[config.mk]
export PLATFORM = sky130hd
export DESIGN_NAME = program_loader
export DESIGN_NICKNAME = d
export VERILOG_FILES = /design/src/rtl/program_loader.sv
export SDC_FILE = /design/constraint.sdc
export NUM_CORES = 1
export LEC_CHECK = 0
export CAP_MARGIN = 20
export CORE_UTILIZATION = 52
export DETAILED_ROUTE_END_ITERATION = 8
export GPL_ROUTABILITY_DRIVEN = 0
export HOLD_SLACK_MARGIN = 0.12
export PLACE_DENSITY = 0.79
export SYNTH_ARGS = -nofsm -noshare
export SYNTH_HDL_FRONTEND = slang
export SYNTH_SLANG_ARGS = --single-unit
[constraint.sdc]
create_clock -name clk -period 2 [get_ports clk]
set_clock_uncertainty 0.1 [all_clocks]
set_input_delay 0.4 -clock clk [delete_from_list [all_inputs] [get_ports clk]]
set_output_delay 0.4 -clock clk [all_outputs]
set_load 0.01 [all_outputs]
[src/rtl/program_loader.sv]
// rtl/program_loader.sv - program RAM writer: two debounced keys, byte-pair entry, sequential word writes
module program_loader #(
  parameter int ADDR_W     = 8,
  parameter int DEB_CYCLES = 16
) (
  input  logic              clk,
  input  logic              rst,
  input  logic [7:0]        SW,
  input  logic              key_byte,
  input  logic              key_done,
  input  logic              load_en,
  output logic              prog_we,
  output logic [ADDR_W-1:0] prog_addr,
  output logic [15:0]       prog_data,
  output logic              cpu_hold,
  output logic              byte_phase,
  output logic [7:0]        echo,
  output logic [ADDR_W:0]   load_count,
  output logic              done
);

  localparam int CW = (DEB_CYCLES < 2) ? 1 : $clog2(DEB_CYCLES);
  localparam logic [CW-1:0] DEB_LAST = CW'(DEB_CYCLES - 1);
  localparam logic [ADDR_W-1:0] ADDR_LAST = '1;

  typedef enum logic [2:0] {S_IDLE, S_HI, S_LO, S_WRITE, S_DONE} state_t;

  // Key index 0 is key_byte, index 1 is key_done.
  logic [1:0]    sync1_q, sync1_d, sync2_q, sync2_d, deb_q, deb_d, press_q, press_d;
  logic [CW-1:0] cnt_q [2];
  logic [CW-1:0] cnt_d [2];

  state_t            state_q, state_d;
  logic              prog_we_q, prog_we_d, cpu_hold_q, cpu_hold_d;
  logic              byte_phase_q, byte_phase_d, done_q, done_d;
  logic [ADDR_W-1:0] prog_addr_q, prog_addr_d;
  logic [15:0]       prog_data_q, prog_data_d;
  logic [7:0]        echo_q, echo_d, hi_q, hi_d;
  logic [ADDR_W:0]   load_count_q, load_count_d;

  always_comb begin
    sync1_d = {key_done, key_byte};
    sync2_d = sync1_q;
    deb_d   = deb_q;
    press_d = 2'b00;
    for (int i = 0; i < 2; i++) begin
      cnt_d[i] = '0;
      if (sync2_q[i] != deb_q[i]) begin
        if (cnt_q[i] == DEB_LAST) begin
          deb_d[i]   = sync2_q[i];
          press_d[i] = ~sync2_q[i];
        end else begin
          cnt_d[i] = cnt_q[i] + 1'b1;
        end
      end
    end
  end

  always_comb begin
    state_d      = state_q;
    prog_we_d    = 1'b0;
    prog_addr_d  = prog_addr_q;
    prog_data_d  = prog_data_q;
    cpu_hold_d   = cpu_hold_q;
    byte_phase_d = byte_phase_q;
    echo_d       = echo_q;
    hi_d         = hi_q;
    load_count_d = load_count_q;
    done_d       = done_q;
    case (state_q)
      S_IDLE: begin
        cpu_hold_d = 1'b0;
        done_d     = 1'b0;
        if (load_en) begin
          state_d      = S_HI;
          prog_addr_d  = '0;
          load_count_d = '0;
          byte_phase_d = 1'b0;
          cpu_hold_d   = 1'b1;
        end
      end
      S_HI, S_LO: begin
        // load_en beats done, done beats byte.
        if (!load_en) begin
          state_d      = S_IDLE;
          cpu_hold_d   = 1'b0;
          byte_phase_d = 1'b0;
        end else if (press_q[1]) begin
          state_d      = S_DONE;
          cpu_hold_d   = 1'b0;
          done_d       = 1'b1;
          byte_phase_d = 1'b0;
        end else if (press_q[0]) begin
          echo_d = SW;
          if (state_q == S_HI) begin
            hi_d         = SW;
            byte_phase_d = 1'b1;
            state_d      = S_LO;
          end else begin
            prog_data_d = {hi_q, SW};
            prog_we_d   = 1'b1;
            state_d     = S_WRITE;
          end
        end
      end
      S_WRITE: begin
        load_count_d = load_count_q + 1'b1;
        byte_phase_d = 1'b0;
        if (prog_addr_q == ADDR_LAST) begin
          state_d    = S_DONE;
          cpu_hold_d = 1'b0;
          done_d     = 1'b1;
        end else begin
          prog_addr_d = prog_addr_q + 1'b1;
          state_d     = S_HI;
        end
      end
      S_DONE: begin
        if (!load_en) begin
          state_d = S_IDLE;
          done_d  = 1'b0;
        end
      end
      default: state_d = S_IDLE;
    endcase
  end

  always_ff @(posedge clk or negedge rst) begin
    if (!rst) begin
      sync1_q      <= 2'b11;
      sync2_q      <= 2'b11;
      deb_q        <= 2'b11;
      press_q      <= 2'b00;
      cnt_q[0]     <= '0;
      cnt_q[1]     <= '0;
      state_q      <= S_IDLE;
      prog_we_q    <= 1'b0;
      prog_addr_q  <= '0;
      prog_data_q  <= '0;
      cpu_hold_q   <= 1'b0;
      byte_phase_q <= 1'b0;
      echo_q       <= '0;
      hi_q         <= '0;
      load_count_q <= '0;
      done_q       <= 1'b0;
    end else begin
      sync1_q      <= sync1_d;
      sync2_q      <= sync2_d;
      deb_q        <= deb_d;
      press_q      <= press_d;
      cnt_q[0]     <= cnt_d[0];
      cnt_q[1]     <= cnt_d[1];
      state_q      <= state_d;
      prog_we_q    <= prog_we_d;
      prog_addr_q  <= prog_addr_d;
      prog_data_q  <= prog_data_d;
      cpu_hold_q   <= cpu_hold_d;
      byte_phase_q <= byte_phase_d;
      echo_q       <= echo_d;
      hi_q         <= hi_d;
      load_count_q <= load_count_d;
      done_q       <= done_d;
    end
  end

  assign prog_we    = prog_we_q;
  assign prog_addr  = prog_addr_q;
  assign prog_data  = prog_data_q;
  assign cpu_hold   = cpu_hold_q;
  assign byte_phase = byte_phase_q;
  assign echo       = echo_q;
  assign load_count = load_count_q;
  assign done       = done_q;

endmodule

==> impl_metrics.yaml, run 1 <==
outcome:
  status: "finished clean"
worst_setup_path:
  worstReg2RegEnd: "load_count[2]"
  r2r_cells: 5
  crit_slowest_cell: "clkdlybuf4s50_1"
  r2r_setup_slack_ns: 0.19
  crit_path_end_kind: "output pin"
  cp-start-kind: "register"
  crit_fanout: 9
  worst-path-buf-inv: 1
  arrival_ns: 1.43
  cpPeakStageDelay_ns: 0.59
  critPathTopFamily: "buffers and inverters"
  rr_startpoint: "state_q[1]"
  crit_chain: "clkdlybuf4s50_1"
  critical_path_class: "register to output pin"
  crit_required_ns: 1.50
floorplan:
  die_h_um: 79.68
  initial_utilization_pct: 55.29
  fp.dieW_um: 79.68
  core_mm2: 0.005675
  die_area_mm2: 0.006349
  rows: 27
  io_pins: 58
clocking:
  clock_latency_ns: 0.33
  clockBufferDepth: 2
  numCtsBuffers: 9
  clkSinkCount: 72
  ctsHoldBuffers: 1
  clk_pin_slew_ns: 0.07
  root_buffer: "clkbuf_8"
  cts_tree: "yes"
  htreeDepth: 3
  cts_resized: 0
  cts_setup_buffers: 0
worst_hold_path:
  min_path_cells: 0
  hold_path.class: "register to register"
  hp-start: "sync1_q[0]"
  hold_end: "sync2_q[0]"
synth:
  synth-edff-count: 0
  ys_ff_latch: 72
  syn_area_per_cell_um2: 12.60
  synth_area_leader_cell: "dfrtp_1"
  yosys.area_share.simple_pct: 12.60
  muxShareOfSynthArea_pct: 13.28
  synth_xor_area_share_pct: 1.675
  synth_nets: 266
  synth_compound_area_share_pct: 10.96
  synthFlopType: "dfrtp_1"
  ys_warn_count: 0
  synth_top_area_share_pct: 52.63
  synth.top_cells.by_count: "dfrtp_1 (66), mux2_2 (25), o21ai_0 (17)"
  seq_area_frac_synth_pct: 57.66
  netlist_instances: 249
  synth.most_common_cell: "dfrtp_1"
  ys_async_sr_fraction_pct: 100.0
  synth_area_leaders: "dfrtp_1 (53%), mux2_2 (9.0%), dfstp_2 (5.0%), mux2_4 (4.3%), o21ai_0 (2.7%)"
  synth_top_family_by_area: "multiplexers"
  syn-cell-area_mm2: 0.003138
  yosysUniqueCellTypes: 50
  yosys.area_share.adder_pct: 1.595
layout:
  register_area_mm2: 0.001809
  fillCellCount: 404
  drive_gt1_share_pct: 22.94
  utilization_pct: 71.72
  multi_input_area_mm2: 0.001259
  nets: 339
  final_area_mm2: 0.004070
  diodes: 0
  area_delta_synth_final_pct: 29.70
routing:
  drcViolationCount: 0
  route.antenna.remaining_nets: 0
  first_pass_iters: 4
  dr.first_iter.drc_count: 158
  routedWlPerCell_um: 15.53
  vias: 2206
  vias_per_cell: 5.529
  wirelength_um: 6195
timing:
  max_freq_ghz: 0.5186
  drv_slew: 0
  worst_pin_slew_ns: 0.4312
  whs_ns: 0.2570
  min_period_ns: 1.928
  finalSetupTns_ns: 0
  rsz0062_at_grt: "no"
  relSlewSlack_pct: 70.99
  min_period_over_period_pct: 96.41
  setup_viol_count_final: 0
  hold_violations: 0
power:
  ir_drop_mv: 0.5925
  p_per_area_mw_per_mm2: 797.7
  power_mw: 3.247
  leakagePower_nw: 1.878
placement:
  hpwl_um: 4218
  io_buffers: 57
  placed_cell_area_mm2: 0.003861
global_route:
  grt_pass1_vias: 2124
  antenna_found_initial: 0
  grt_start_max_net_pins: 73
  grt_pass1_wl_um: 10180
  grt_overflow: 0
  grtUsageTotal_pct: 21.13
job:
  maxCapViolCount: 0
cell families after synthesis:
logic type | after synthesis
flip-flops | 72
AND/OR/NAND/NOR | 65
AO/OA/AOI/OAI | 55
multiplexers | 34
buffers and inverters | 13
XOR/XNOR | 6
adder cells (fa/ha/maj) | 4
state kept, by name, indices dropped and copies added, names as in the netlist, 3 cells and up:
name,cells
hi_q,8
prog_addr,8
load_count,9
cnt_q,8
prog_data,16
echo,8
state_q,3
placed cells by master, fill, tap and decap left out, types with 2 or more instances in the layout:
cell	n
mux2_2	25
mux2_4	9
inv_1	4
nand2_1	16
or3_1	3
clkbuf_1	2
o21a_1	2
a31oi_1	3
a21oi_1	12
nor2b_1	3
dfrtp_1	66
xnor2_1	5
o21ai_0	17
nor2_1	7
buf_12	2
nand4b_1	2
dfstp_2	6
ha_1	4
nand4_1	4
clkinvlp_4	2
and3_1	3
nand3_1	9
o31ai_1	4
o211ai_1	2
nor3b_1	5
nand3_2	2
o21ai_1	2
buf_4	11
nand2b_1	2
clkdlybuf4s50_1	56
a211oi_1	2
a21o_1	3
clkbuf_8	10
where the power goes:
group / total (mW) / internal, mW / switching (mW)
Combinational: 0.465 / 0.234 / 0.231
Sequential: 1.62 / 1.52 / 0.101
Clock: 1.16 / 0.614 / 0.547
Total: 3.25 / 2.37 / 0.880
worst register-to-register path: cells and delay by family (launching register included):
family	cells	cell delay (ns)
and+or+nand+nor	1	0.37
AOI/OAI and AO/OA	3	0.52
DFF	1	0.49
buffers and inverters	1	0.20
worst max-delay path by stage:
stage                 startpoint      endpoint  slack, ns  cells past startpoint
finish              prog_addr[2]  prog_addr[2]       0.07                      1
global route        prog_addr[2]  prog_addr[2]       0.03                      1
CTS                 prog_addr[2]  prog_addr[2]       0.08                      1
detailed placement       load_en  prog_data[7]      -0.20                      5
global placement         load_en  prog_addr[3]      -0.17                      5
floorplan           prog_addr[0]    state_q[0]       0.28                      5
routing by layer:
metal  GRT usage (%)  part of all wire (%)  vias to the layer above
met2           34.44                    51                       48
met3           2.857                   3.2                        4
met1           28.15                    45                     1098
li1                -                     -                     1056
met5               0                     0                        -
met4           9.273                  0.86                        0
layout make-up:
cell class,count,area share [%]
well taps,72,2.213
clock buffers,12,3.566
clock inverters,4,1.322
repair buffers,71,17.15
multi-input cells,164,30.93
inverters,4,0.3689
flip-flops and latches,72,44.45
through the flow:
step                worst slack, ns  cells
CTS                         0.07753    399
detailed placement          -0.2038    382
global placement            -0.1702    382
global route                0.02978    399
finish                      0.07179    399
floorplan                    0.2822    249
(Power assumes the default switching activity.)
==> run 2, diff against run 1 <==
- CORE_MARGIN: default -> 2
- MAX_ROUTING_LAYER: default -> met4
- SLEW_MARGIN: default -> 10
==> run 2 against run 1 <==
Power down 3.8%. Global-route usage shrank 0.21 points. Core utilization down 3.2 points. Sequential share of layout area rose by 0.50 points. Critical path depth unchanged. Highest routed layer unchanged. Register-to-register slack barely moved. Die area rose by 5.1%. Clock-buffer cell count fell by 1. Flip-flop and latch count stayed put. Non-clock buffer count down 4. Sequential power is essentially flat. Via count decreased by 0.50%.
==> impl_metrics.yaml, run 2 (synthesized netlist as in run 1, its figures left out) <==
clocking:
  cts_tree: "yes"
  clockBufferDepth: 2
  numCtsBuffers: 9
  htreeDepth: 3
  clkSinkCount: 72
  cts_setup_buffers: 0
  root_buffer: "clkbuf_8"
  clock_latency_ns: 0.35
  clk_pin_slew_ns: 0.08
routing:
  first_pass_iters: 4
  route.met3.wl_um: 236
  drcViolationCount: 0
  routedWlPerCell_um: 15.43
  vias_per_cell: 5.515
  dr.first_iter.drc_count: 112
  wl_met2_um: 3019
  wirelength_um: 6140
  route.antenna.remaining_nets: 0
  wl_met1_um: 2765
  maxUsedRoutingLayer: "met4"
  vias: 2195
power:
  switching_share_pct: 27.64
  clkPwrFrac_pct: 33.5
  power.switching_mw: 0.8629
  leakagePower_nw: 1.856
  ir_drop_mv: 0.4941
  power_mw: 3.122
  internal_power_mw: 2.259
  seq_power_share_pct: 52.5
  p_per_area_mw_per_mm2: 774.6
  pwr-share-comb_pct: 14.0
floorplan:
  core_mm2: 0.005886
  rows: 28
  die_area_mm2: 0.006672
  io_pins: 58
  initial_utilization_pct: 53.32
  fp.dieW_um: 81.68
  die_h_um: 81.68
global_route:
  grt_start_max_net_pins: 73
  grt_overflow: 0
  grt_pass1_vias: 2184
  grtUsageTotal_pct: 20.92
  antenna_found_initial: 0
  grt_pass1_wl_um: 10120
timing:
  whs_ns: 0.2579
  rsz0062_at_grt: "no"
  worst_pin_slew_ns: 0.4299
  setup_viol_count_final: 0
  relSlewSlack_pct: 71.08
  drv_slew: 0
  max_freq_ghz: 0.5246
  min_period_ns: 1.906
  hold_violations: 0
  min_period_over_period_pct: 95.31
worst_setup_path:
  crit_path_end_kind: "output pin"
  rr_startpoint: "state_q[2]"
  crit_fanout: 8
  cp-start-kind: "register"
  critPathTopFamily: "buffers and inverters"
  crit_slowest_cell: "clkdlybuf4s50_1"
  worst-path-buf-inv: 1
  arrival_ns: 1.41
  critical_path_class: "register to output pin"
  cpPeakStageDelay_ns: 0.58
  crit_chain: "clkdlybuf4s50_1"
  crit_required_ns: 1.50
  cp-startpoint: "prog_addr[3]"
layout:
  final_common_cell: "dfrtp_1"
  largest_reg_flops: 16
  drive_gt1_share_pct: 23.22
  final_area_mm2: 0.004030
  diodes: 0
  most-common-layout-cells: "dfrtp_1 (64), clkdlybuf4s50_1 (56), mux2_2 (25)"
  area_delta_synth_final_pct: 28.43
  nets: 335
placement:
  hpwl_um: 4220
  io_buffers: 57
  placed_cell_area_mm2: 0.003835
outcome:
  status: "finished clean"
job:
  maxCapViolCount: 0
worst_hold_path:
  hold_path.class: "register to register"
  hp-start: "sync1_q[0]"
==> run 2: stage by stage <==
step	setup slack [ns]	instances	util [%]	TNS, ns
after floorplan	0.2822	249	-	0
after global placement	-0.1265	381	65.16	-3.655
after detailed placement	-0.1434	381	65.16	-4.942
after CTS	0.06325	398	68.43	0
after global routing	0.02781	398	68.47	0
final	0.09381	398	68.47	0
==> run 2: path summary, 6_finish.rpt <==
path,cells after the start,to,slack (ns)
max,1,prog_addr[3],0.09
min,0,sync2_q[0],0.26
max reg2reg,4,prog_addr[6],0.18
min reg2reg,0,sync2_q[0],0.26
max in group asynchronous,3,sync2_q[1],0.96
min in group asynchronous,3,cpu_hold,0.49
==> run 2: what timing repair did <==
action                                 CTS  global route
endpoints found under the hold margin   66             0
gates resized for setup                  0             2
hold buffers                             1             0
setup endpoints to repair                0             5
==> run 2: layout make-up <==
cell class	count	area [um^2]
Inverter	4	15.01
Clock inverter	5	31.28
Timing Repair Buffer	67	668.1
Tap cell	75	93.84
Clock buffer	11	151.4
Fill cell	464	1856
Sequential cell	72	1812
Multi-Input combinational cell	164	1259
==> run 2: layer usage <==
layer  up-vias  track usage (%)
met5         -                -
met4         0            8.000
met3        10            4.945
met2        48            33.36
met1      1083            26.13
li1       1054                -
==> run 2: worst register-to-register path: stages (launching register included) <==
cell and delay [ns]:
dfrtp_1 0.51, and3b_1 0.49, o21a_1 0.29, nor2_1 0.11, a21o_1 0.20
==> run 2: power groups by stage <==
| stage | clock network (mW) | registers [mW] | logic, mW |
|---|---|---|---|
| floorplan | 0 | 1.62 | 0.266 |
| global placement | 0 | 1.65 | 0.431 |
| detailed placement | 0 | 1.66 | 0.436 |
| CTS | 1.07 | 1.63 | 0.441 |
| global route | 1.13 | 1.65 | 0.482 |
| finish | 1.05 | 1.64 | 0.437 |
